===== src/rtl/uiwave_mc_if.sv =====
// Link between the waveform compositor and the per-channel sample buffers:
// plot coordinates and trigger level out, per-channel hit flags back.
interface uiwave_mc_if #(
  parameter int unsigned N_CH = 2
);
  logic [11:0]     O_hcnt;
  logic [11:0]     O_vcnt;
  logic [7:0]      O_trig_level;
  logic [N_CH-1:0] I_ch_pix_en;

  modport master (
    output O_hcnt,
    output O_vcnt,
    output O_trig_level,
    input  I_ch_pix_en
  );

  modport slave (
    input  O_hcnt,
    input  O_vcnt,
    input  O_trig_level,
    output I_ch_pix_en
  );
endinterface


===== src/rtl/uiwave_mc.sv =====
// Multi-channel oscilloscope pixel compositor: walks the plot area, asks the
// channel buffers for hits and overlays grid, trigger line and traces.
module uiwave_mc #(
  parameter int unsigned        N_CH      = 2,
  parameter int unsigned        H_ACT     = 750,
  parameter int unsigned        V_ROWS    = 256,
  parameter int unsigned        GRID_LOG2 = 6,
  parameter int unsigned        DOT_LOG2  = 3,
  parameter int unsigned        TRIG_INIT = 128,
  parameter logic [16*N_CH-1:0] CH_COLOR  = {16'h07E0, 16'hFFE0}
) (
  input  logic            I_vtc_clk,
  input  logic            I_vtc_rstn,
  input  logic            I_vtc_vs,
  input  logic            I_vtc_de,
  input  logic [N_CH-1:0] I_ch_en,
  input  logic            I_trig_up,
  input  logic            I_trig_dn,
  uiwave_mc_if.master     buf_if,
  output logic            O_vtc_vs,
  output logic            O_vtc_de,
  output logic [15:0]     O_vtc_rgb
);

  localparam int unsigned CW        = 12;
  localparam logic [CW-1:0] GRID_M  = CW'((1 << GRID_LOG2) - 1);
  localparam logic [CW-1:0] DOT_M   = CW'((1 << DOT_LOG2) - 1);
  localparam logic [CW-1:0] H_LAST  = CW'(H_ACT - 1);
  localparam logic [CW-1:0] H_END   = CW'(H_ACT);
  localparam logic [CW-1:0] V_END   = CW'(V_ROWS);
  localparam logic [CW-1:0] V_LAST  = 12'hFFF;
  localparam logic [7:0]    TRIG_RST = 8'(TRIG_INIT);
  localparam logic [15:0]   COL_TRIG = 16'hF81F;
  localparam logic [15:0]   COL_GRID = 16'h9492;

  // Timing pipeline: stage 0 (vs_r/de_r), stage 1, stage 2 (outputs)
  logic vs_r_q, de_r_q, vs_d1_q, de_d1_q, vs_d2_q, de_d2_q;

  logic [CW-1:0]   hcnt_q, hcnt_d;
  logic [CW-1:0]   vcnt_q, vcnt_d;
  logic [N_CH-1:0] mask_q, mask_d;
  logic [7:0]      pend_q, pend_d;
  logic [7:0]      trig_q, trig_d;
  logic            frame_ok_q, frame_ok_d;
  logic            pix_vld_q, pix_vld_d;
  logic            grid_q, grid_d;
  logic            trig_hit_q, trig_hit_d;
  logic [15:0]     rgb_q, rgb_d;

  logic            vs_rise_c, de_rise_c, de_fall_c;
  logic            in_reg_c, row_line_c, row_dot_c, col_line_c, col_dot_c;
  logic [N_CH-1:0] hit_c;
  logic            ch_hit_c;
  logic [15:0]     ch_col_c;

  // Counters advance on the same clock edge that moves vs_r/de_r, so the
  // counter value is already valid while de_r marks the pixel.
  always_comb begin
    vs_rise_c = I_vtc_vs & ~vs_r_q;
    de_rise_c = I_vtc_de & ~de_r_q;
    de_fall_c = de_r_q & ~I_vtc_de;

    hcnt_d = hcnt_q;
    if (de_rise_c) begin
      hcnt_d = '0;
    end else if (de_r_q && (hcnt_q != H_LAST)) begin
      hcnt_d = hcnt_q + CW'(1);
    end

    vcnt_d = vcnt_q;
    if (vs_rise_c) begin
      vcnt_d = '0;
    end else if (de_fall_c && (vcnt_q != V_LAST)) begin
      vcnt_d = vcnt_q + CW'(1);
    end

    mask_d     = vs_rise_c ? I_ch_en : mask_q;
    trig_d     = vs_rise_c ? pend_q  : trig_q;
    frame_ok_d = frame_ok_q | vs_rise_c;

    pend_d = pend_q;
    case ({I_trig_up, I_trig_dn})
      2'b10:   pend_d = pend_q + 8'd1;
      2'b01:   pend_d = pend_q - 8'd1;
      default: pend_d = pend_q;
    endcase
  end

  // Overlay flags, one cycle behind the counters to line up with buffer hits
  always_comb begin
    in_reg_c   = (hcnt_q < H_END) && (vcnt_q < V_END);
    row_line_c = ((vcnt_q & GRID_M) == GRID_M) || (vcnt_q == '0);
    row_dot_c  = (vcnt_q & DOT_M) == DOT_M;
    col_line_c = ((hcnt_q & GRID_M) == GRID_M) || (hcnt_q == '0);
    col_dot_c  = (hcnt_q & DOT_M) == DOT_M;

    pix_vld_d  = de_r_q && frame_ok_q && in_reg_c;
    grid_d     = (row_line_c && col_dot_c) || (col_line_c && row_dot_c) ||
                 ((hcnt_q == '0) && (vcnt_q == '0));
    trig_hit_d = (vcnt_q[7:0] == trig_q) && (hcnt_q[1:0] == 2'b11);
  end

  // Colour select: lowest enabled channel, then trigger, then grid
  always_comb begin
    hit_c    = buf_if.I_ch_pix_en & mask_q;
    ch_hit_c = 1'b0;
    ch_col_c = '0;
    for (int k = int'(N_CH) - 1; k >= 0; k--) begin
      if (hit_c[k]) begin
        ch_hit_c = 1'b1;
        ch_col_c = CH_COLOR[16*k +: 16];
      end
    end

    rgb_d = '0;
    if (pix_vld_q) begin
      if (ch_hit_c) begin
        rgb_d = ch_col_c;
      end else if (trig_hit_q) begin
        rgb_d = COL_TRIG;
      end else if (grid_q) begin
        rgb_d = COL_GRID;
      end
    end
  end

  always_ff @(posedge I_vtc_clk or negedge I_vtc_rstn) begin
    if (!I_vtc_rstn) begin
      vs_r_q     <= 1'b0;
      de_r_q     <= 1'b0;
      vs_d1_q    <= 1'b0;
      de_d1_q    <= 1'b0;
      vs_d2_q    <= 1'b0;
      de_d2_q    <= 1'b0;
      hcnt_q     <= '0;
      vcnt_q     <= '0;
      mask_q     <= '0;
      pend_q     <= TRIG_RST;
      trig_q     <= TRIG_RST;
      frame_ok_q <= 1'b0;
      pix_vld_q  <= 1'b0;
      grid_q     <= 1'b0;
      trig_hit_q <= 1'b0;
      rgb_q      <= '0;
    end else begin
      vs_r_q     <= I_vtc_vs;
      de_r_q     <= I_vtc_de;
      vs_d1_q    <= vs_r_q;
      de_d1_q    <= de_r_q;
      vs_d2_q    <= vs_d1_q;
      de_d2_q    <= de_d1_q;
      hcnt_q     <= hcnt_d;
      vcnt_q     <= vcnt_d;
      mask_q     <= mask_d;
      pend_q     <= pend_d;
      trig_q     <= trig_d;
      frame_ok_q <= frame_ok_d;
      pix_vld_q  <= pix_vld_d;
      grid_q     <= grid_d;
      trig_hit_q <= trig_hit_d;
      rgb_q      <= rgb_d;
    end
  end

  assign O_vtc_vs            = vs_d2_q;
  assign O_vtc_de            = de_d2_q;
  assign O_vtc_rgb           = rgb_q;
  assign buf_if.O_hcnt       = hcnt_q;
  assign buf_if.O_vcnt       = vcnt_q;
  assign buf_if.O_trig_level = trig_q;

endmodule


===== src/flat_wrapper.sv =====
// flat-port wrapper written by rule: the top's interface ports become plain ports
module uiwave_mc_flat 
#(
  parameter int unsigned        N_CH      = 2,
  parameter int unsigned        H_ACT     = 750,
  parameter int unsigned        V_ROWS    = 256,
  parameter int unsigned        GRID_LOG2 = 6,
  parameter int unsigned        DOT_LOG2  = 3,
  parameter int unsigned        TRIG_INIT = 128,
  parameter logic [16*N_CH-1:0] CH_COLOR  = {16'h07E0, 16'hFFE0}
)
  (I_vtc_clk, I_vtc_rstn, I_vtc_vs, I_vtc_de, I_ch_en, I_trig_up, I_trig_dn, O_vtc_vs, O_vtc_de, O_vtc_rgb, buf_if_O_hcnt, buf_if_O_vcnt, buf_if_O_trig_level, buf_if_I_ch_pix_en);
  uiwave_mc_if #(.N_CH(N_CH)) buf_if_i ();
  input  logic I_vtc_clk;
  input  logic I_vtc_rstn;
  input  logic I_vtc_vs;
  input  logic I_vtc_de;
  input  logic [N_CH-1:0] I_ch_en;
  input  logic I_trig_up;
  input  logic I_trig_dn;
  output logic O_vtc_vs;
  output logic O_vtc_de;
  output logic [15:0] O_vtc_rgb;
  output wire logic [$bits(buf_if_i.O_hcnt)-1:0] buf_if_O_hcnt;
  output wire logic [$bits(buf_if_i.O_vcnt)-1:0] buf_if_O_vcnt;
  output wire logic [$bits(buf_if_i.O_trig_level)-1:0] buf_if_O_trig_level;
  input wire logic [$bits(buf_if_i.I_ch_pix_en)-1:0] buf_if_I_ch_pix_en;
  assign buf_if_O_hcnt = buf_if_i.O_hcnt;
  assign buf_if_O_vcnt = buf_if_i.O_vcnt;
  assign buf_if_O_trig_level = buf_if_i.O_trig_level;
  assign buf_if_i.I_ch_pix_en = buf_if_I_ch_pix_en;
  uiwave_mc #(.N_CH(N_CH), .H_ACT(H_ACT), .V_ROWS(V_ROWS), .GRID_LOG2(GRID_LOG2), .DOT_LOG2(DOT_LOG2), .TRIG_INIT(TRIG_INIT), .CH_COLOR(CH_COLOR)) u_core (.I_vtc_clk(I_vtc_clk), .I_vtc_rstn(I_vtc_rstn), .I_vtc_vs(I_vtc_vs), .I_vtc_de(I_vtc_de), .I_ch_en(I_ch_en), .I_trig_up(I_trig_up), .I_trig_dn(I_trig_dn), .buf_if(buf_if_i), .O_vtc_vs(O_vtc_vs), .O_vtc_de(O_vtc_de), .O_vtc_rgb(O_vtc_rgb));
endmodule

===== config.mk =====
export PLATFORM = sky130hd
export DESIGN_NAME = uiwave_mc_flat
export DESIGN_NICKNAME = d
export VERILOG_FILES = /design/src/rtl/uiwave_mc_if.sv /design/src/rtl/uiwave_mc.sv /design/src/flat_wrapper.sv
export SDC_FILE = /design/constraint.sdc
export NUM_CORES = 1
export LEC_CHECK = 0
export CAP_MARGIN = 5
export CELL_PAD_IN_SITES_DETAIL_PLACEMENT = 0
export CELL_PAD_IN_SITES_GLOBAL_PLACEMENT = 1
export CORE_MARGIN = 5
export CORE_UTILIZATION = 29
export DETAILED_ROUTE_END_ITERATION = 8
export DONT_BUFFER_PORTS = 1
export PLACE_DENSITY = 0.5
export SYNTH_ARGS = -nofsm -noshare
export SYNTH_HDL_FRONTEND = slang
export SYNTH_SLANG_ARGS = --single-unit
export TNS_END_PERCENT = 1

===== constraint.sdc =====
create_clock -name I_vtc_clk -period 2.97 [get_ports I_vtc_clk]
set_clock_uncertainty 0.2 [all_clocks]
set_input_delay 0.7425 -clock I_vtc_clk [delete_from_list [all_inputs] [get_ports I_vtc_clk]]
set_output_delay 0.7425 -clock I_vtc_clk [all_outputs]
set_load 0.01 [all_outputs]

==> results.md, run 1 <==
- Status: finished clean
- CTS tree: yes
- Vias in the first global route: 2,198
- Max VDD drop: 0.313 mV
- Met2 Use GR: ~18%
- Global-route wire length before repair: around 12 mm
- Sequential cell area: 1450 um2
- Netlist cell types: 54
- Buf/Inv on CP: 0
- Syn avg cell area: 10.1 um2
- Met1 Use GR: between 15 and 20%
- Routed wire length: ~7.5 mm
- Grt peak-use layer: met2
- Design Power: 2650 uW
- Overall global routing resource usage: ~12%
- Via density: about 5.0
- Crit start category: flip-flop
- Die ar.: 13,000 um2
- Initial core utilization: 29.2%
- Largest net degree at the start of global routing: between 50 and 60
- Final ANT Viol Nets: 0
- Final #Nets: 321
- CP Capture Type: flip-flop
- GR Overflow Total: 0
- H-Tree Depth: 3
- Layout cells sized above 1: 13.4%
- Slew Limit Fails: 0
- Cell area after synthesis: 3140 um2
- Post-synth EDFFs: 0
- Crit path DAT: 2560 ps
- Initial antenna violation count: 0
- Post-route setup TNS: 0 ps
- Die height: 114 um
- CP max FO: 8
- Critical path class: reg2reg
- N_diodes: 0
- Yosys reg bits: 58
- Hold-fix buffers, CTS: 1
- Critical Path Max Stage Delay: 590 ps
- Slew @ Worst Pin: approximately 650 ps
- Worst hold path type: in2async
- P_leak: between 0.001 and 0.0015 uW
- Setup bufs post-CTS: 0
- Worst slew margin: roughly 55%
- Cells after Synth: 310
- Reg clk slew, reported paths: 70 ps
- Area Overhead vs Synth: 10.0%
- DRC Markers: 0
- Ys flop type: dfrtp_1
- Port-buffer cells: 0
- Die X: 114 um
- Post_cts resized: 0
- Met3 usage: just under 4%
- CP max stage cell: nor4b_1
- Seq/Total Area, Yosys: 46.3%
- Hpwl dp: 5.18 mm
- Hold WS: 44.9 ps
- Max cap viols: 0
- Final hold violation count: 0
- Req. time, crit path: 3030 ps
- Async SR Flop Fraction: 100%
- Clock root cell: clkbuf_8
- YS warnings: 0
- Synthesized Nets: 330
- RSZ-0062 raised after global routing: no
- Pwr dens: 768 nW/um2
- Crit-path leading delay family: simple AND/OR/NAND/NOR gates
- Crit-path cells: ha_1 > nand3_1 > nor4b_1 > a21oi_1 > nand2b_1 > a31oi_1
- Final setup fails: 0
- I/O Pins: 60
- Utilization after layout: between 30% and 40%
- Tmin final: 2500 ps
- FMAX: 400 MHz
- FF-to-FF Start: u_core.buf_if.O_vcnt[1]
- Clock Path Buffers: 2
- Iteration-0 DRC Markers: 182
- Fin area: 3450 um2
- Critical path origin: u_core.buf_if.O_vcnt[1]
- CTS Sinks: 58
- Core Rows: 38
- Dpl cell area: between 3000 and 4000 um2
- Vias: 2,248
- # fillers: 1,146
- GP Congestion: 0.738
- Worst-Skew Late Latency: ~340 ps
- Final worst path period share: 84.1%
- Area of the multi-input gates: roughly 1500 um2
- Pre-antenna DRT Iters: 5
- Num CTS Buffers: 9
- Wirelength per Cell: about 17 um
- Placeable Area: 10,700 um2
-- stage by stage --
step / cells / setup slack, ps
3_5_place_dp: 429 / 97.1
4_1_cts: 446 / 473
6_report: 446 / 472
5_1_grt: 446 / 224
3_3_place_gp: 429 / 221
2_1_floorplan: 310 / 128
-- flip-flops by register name, summed over array words and instances, names as in the netlist, 2 cells and up --
name	count
u_core.buf_if.O_hcnt	12
u_core.buf_if.O_vcnt	12
u_core.buf_if.O_trig_level	8
u_core.pend_q	8
u_core.O_vtc_rgb	6
u_core.mask_q	2
-- area by class of cell --
class,count,share of cell area [%]
Timing Repair Buffer,7,2.10
Clock buffer,11,4.09
Sequential cell,58,42.1
Tap cell,140,5.07
Inverter,10,1.09
Clock inverter,5,2.25
Multi-Input combinational cell,215,43.3
-- logic make-up after synthesis --
family          count (synthesis)  share of synthesized area, %
compound gates                 48                          10.6
fa+ha+maj                      10                          3.99
simple gates                  114                          19.8
mux                            18                          6.18
xor+xnor                       25                          6.97
flops                          58                          46.3
buf+inv                        37                          6.14
-- where the power goes --
part	internal, uW	switching [uW]	leakage (uW)	total (uW)
clock	493	335	0.000109	828
combinational	293	262	0.000610	555
sequential	956	313	0.000737	1270
-- placed cells by master, fill, tap and decap left out, types with 3 or more instances in the layout --
cell,netlist,layout
clkbuf_8,0,10
o21ai_0,12,12
ha_1,10,10
nand3_1,16,16
xor2_1,16,16
inv_1,10,10
and4_1,4,4
dfrtp_1,56,56
mux2_2,11,11
nor3b_1,3,3
buf_4,11,6
xnor2_1,9,9
nor2_1,22,22
nor4_1,10,10
nor3_1,5,5
nor4b_1,3,3
nand2_1,21,21
a21boi_0,3,3
a31oi_1,5,5
nor2b_1,5,4
nand2b_1,6,6
a21oi_1,6,6
a211oi_1,3,3
nand3b_1,4,4
mux2i_1,7,7
-- worst paths after layout --
kind                                                 to  depth (start not counted)  slack (ps)
worst max-delay path            u_core.buf_if.O_vcnt[4]                          6         470
worst min register to register          u_core.O_vtc_de                          0         150
worst max register to register  u_core.buf_if.O_vcnt[4]                          6         470
max in group asynchronous       u_core.buf_if.O_vcnt[9]                          1        2250
min in group I_vtc_clk                  u_core.O_vtc_de                          0         150
worst min-delay path                   u_core.pend_q[7]                          0          40
-- cells in the mapped netlist, types with 5 or more instances --
library cell | n | share of area, %
a21oi_1 | 6 | 0.96
a31oi_1 | 5 | 1.0
buf_4 | 11 | 2.6
clkbuf_1 | 11 | 1.3
dfrtp_1 | 56 | 45
ha_1 | 10 | 4.0
inv_1 | 10 | 1.2
mux2_2 | 11 | 3.9
mux2i_1 | 7 | 2.2
nand2_1 | 21 | 2.5
nand2b_1 | 6 | 1.2
nand3_1 | 16 | 2.6
nor2_1 | 22 | 2.6
nor2b_1 | 5 | 1.0
nor3_1 | 5 | 0.80
nor4_1 | 10 | 2.0
o21ai_0 | 12 | 1.9
xnor2_1 | 9 | 2.5
xor2_1 | 16 | 4.5
-- layer usage --
metal / up-vias / wire length (um)
met4: 0 / 151
met5: - / 0
met2: 63 / 3260
met1: 1087 / 3510
li1: 1082 / -
met3: 16 / 581
No activity file was read; power rests on OpenSTA's default activity.
==> inputs of run 2 (changes only) <==
- PLACE_DENSITY: 0.5 -> 0.52
- clock period: 2.97 -> 2.2 ns (I/O delays scaled with it)
==> run 2 against run 1 <==
  * Core utilization rose by 3.3 points
  * Critical path type unchanged
  * Cell count rose by 9.4%
  * Power rose by 38%
  * Highest routed layer unchanged
  * Non-clock buffer count rose by 42
  * Critical path depth fell by 1
  * Largest cell class unchanged
  * Sequential cell count did not move
  * Largest power group unchanged
  * Global-route usage rose by 0.49 points
  * Die area did not move
  * Setup slack got worse by 390 ps
==> results.md, run 2 (synthesis results as in run 1) <==
- Status: finished clean
- CP max FO: 2
- Pwr dens: 961 nW/um2
- Hold WS: 38.1 ps
- RSZ-0062 raised after global routing: no
- Port-buffer cells: 0
- Slew Limit Fails: 0
- Clock root cell: clkbuf_8
- CTS Sinks: just under 60
- Final setup margin: 83.1 ps
- Most frequent cells in the layout: 56 x dfrtp_1, 47 x buf_4, 22 x nor2_1
- WHS Path Cells: 0
- Vias: ~2,400
- Commonest non-fill, non-tap cell in the layout: dfrtp_1
- Global-route wire length before repair: 13.0 mm
- Die ar.: ~13,000 um2
- Crit start category: flip-flop
- Final setup fails: 0
- Die height: 114 um
- DRC Markers: 0
- Tmin final: 2120 ps
- Fin area: 3800 um2
- Die X: 114 um
- Max cap viols: 0
- Worst hold path type: in2reg
- CP Capture Type: flip-flop
- Via density: slightly below 5
- Largest net degree at the start of global routing: 59
- H-Tree Depth: 3
- Pre-antenna DRT Iters: 4
- Worst-Skew Late Latency: ~340 ps
- Final ANT Viol Nets: 0
- Hpwl dp: 5.78 mm
- Worst slew margin: 65.2%
- GP Congestion: approximately 0.78
- Clock Path Buffers: 2
- Final hold violation count: 0
- Overall global routing resource usage: 12.7%
- Initial antenna violation count: 0
- Wirelength per Cell: between 15 and 20 um
- Vias in the first global route: roughly 2,500
- Pre-CTS WS: -166 ps
- N_diodes: 0
- Final #Nets: 363
- Area Overhead vs Synth: 21.2%
- Iteration-0 DRC Markers: 151
- Crit path DAT: 2190 ps
- Core Rows: 38
- Worst Reg-to-Reg Cells: 5
- WHS Endpoint: u_core.vs_r_q
- Reg clk slew, reported paths: 80 ps
- FF-to-FF Start: u_core.pend_q[5]
- Routed wire length: slightly below 8 mm
- Critical path class: reg2reg
- Placeable Area: 10,700 um2
- P_leak: 0.00166 uW
- FMAX: 472 MHz
- Layout cells sized above 1: between 20 and 30%
- Initial core utilization: 29.2%
- R2R Setup Slk: roughly 83 ps
- I/O Pins: 60
- Slew @ Worst Pin: roughly 520 ps
- Max VDD drop: 0.368 mV
- Min-delay src: I_vtc_vs
- R2r endpoint: u_core.pend_q[7]
- GR Overflow Total: 0
- CTS tree: yes
- Dpl cell area: between 3000 and 4000 um2
- Req. time, crit path: approximately 2300 ps
- Final worst path period share: between 90% and 100%
- Num CTS Buffers: 9
- Setup bufs post-CTS: 0
[run 2: repair_timing]
item / 4_1_cts / 5_1_grt
hold endpoints to repair: 58 / 0
hold buffers: 2 / 0
setup endpoints to repair: 0 / 1
resized for setup: 0 / 2
[run 2: stage by stage]
stage | utilization, % | std cells | setup TNS [ps] | total power, uW
final | 35.4 | 488 | 0 | 3660
after global routing | 35.4 | 488 | 0 | 3890
after CTS | 35.3 | 488 | 0 | 3720
after detailed placement | 33.0 | 470 | -329 | 2630
after global placement | 33.0 | 470 | -257 | 2620
after floorplan | - | 310 | -259 | 2290
[run 2: worst max-delay path by stage]
stage	from	endpoint	slack [ps]	cells after the start
3_3_place_gp	I_trig_up	u_core.pend_q[7]	-160	7
6_report	u_core.pend_q[5]	u_core.pend_q[7]	80	5
4_1_cts	u_core.pend_q[4]	u_core.pend_q[7]	60	5
2_1_floorplan	I_trig_up	u_core.pend_q[6]	-130	11
3_5_place_dp	I_trig_up	u_core.pend_q[7]	-170	7
5_1_grt	u_core.buf_if.O_vcnt[0]	u_core.buf_if.O_vcnt[4]	2	6
[run 2: final cells by class]
type,count,area [um2]
fill,1125,6940
multi-input combinational,215,1530
sequential,58,1450
timing repair buffer,49,390
tap,140,175
clock buffer,10,138
clock inverter,6,66.3
inverter,10,50.0
[run 2: critical path: stages (launching register included)]
cell and delay [ps]:
dfrtp_1 380, or4b_1 530, o21a_1 140, or4b_4 500, a21oi_4 160, xor2_1 150
[run 2: where the power goes]
part / internal, uW / total [uW] / switching, uW / leakage, uW
Clock: 554 / 1030 / 476 / 0.0000945
Combinational: 511 / 1020 / 513 / 0.000826
Sequential: 1290 / 1600 / 312 / 0.000737
Total: 2360 / 3660 / 1300 / 0.00166
[run 2: per-layer routing]
metal	vias up	global-route usage [%]	part of all wire (%)
li1	1157	-	-
met3	9	3.34	6.2
met2	54	20.6	48
met1	1183	16.1	45
met5	-	0	0
met4	0	4.91	1.5
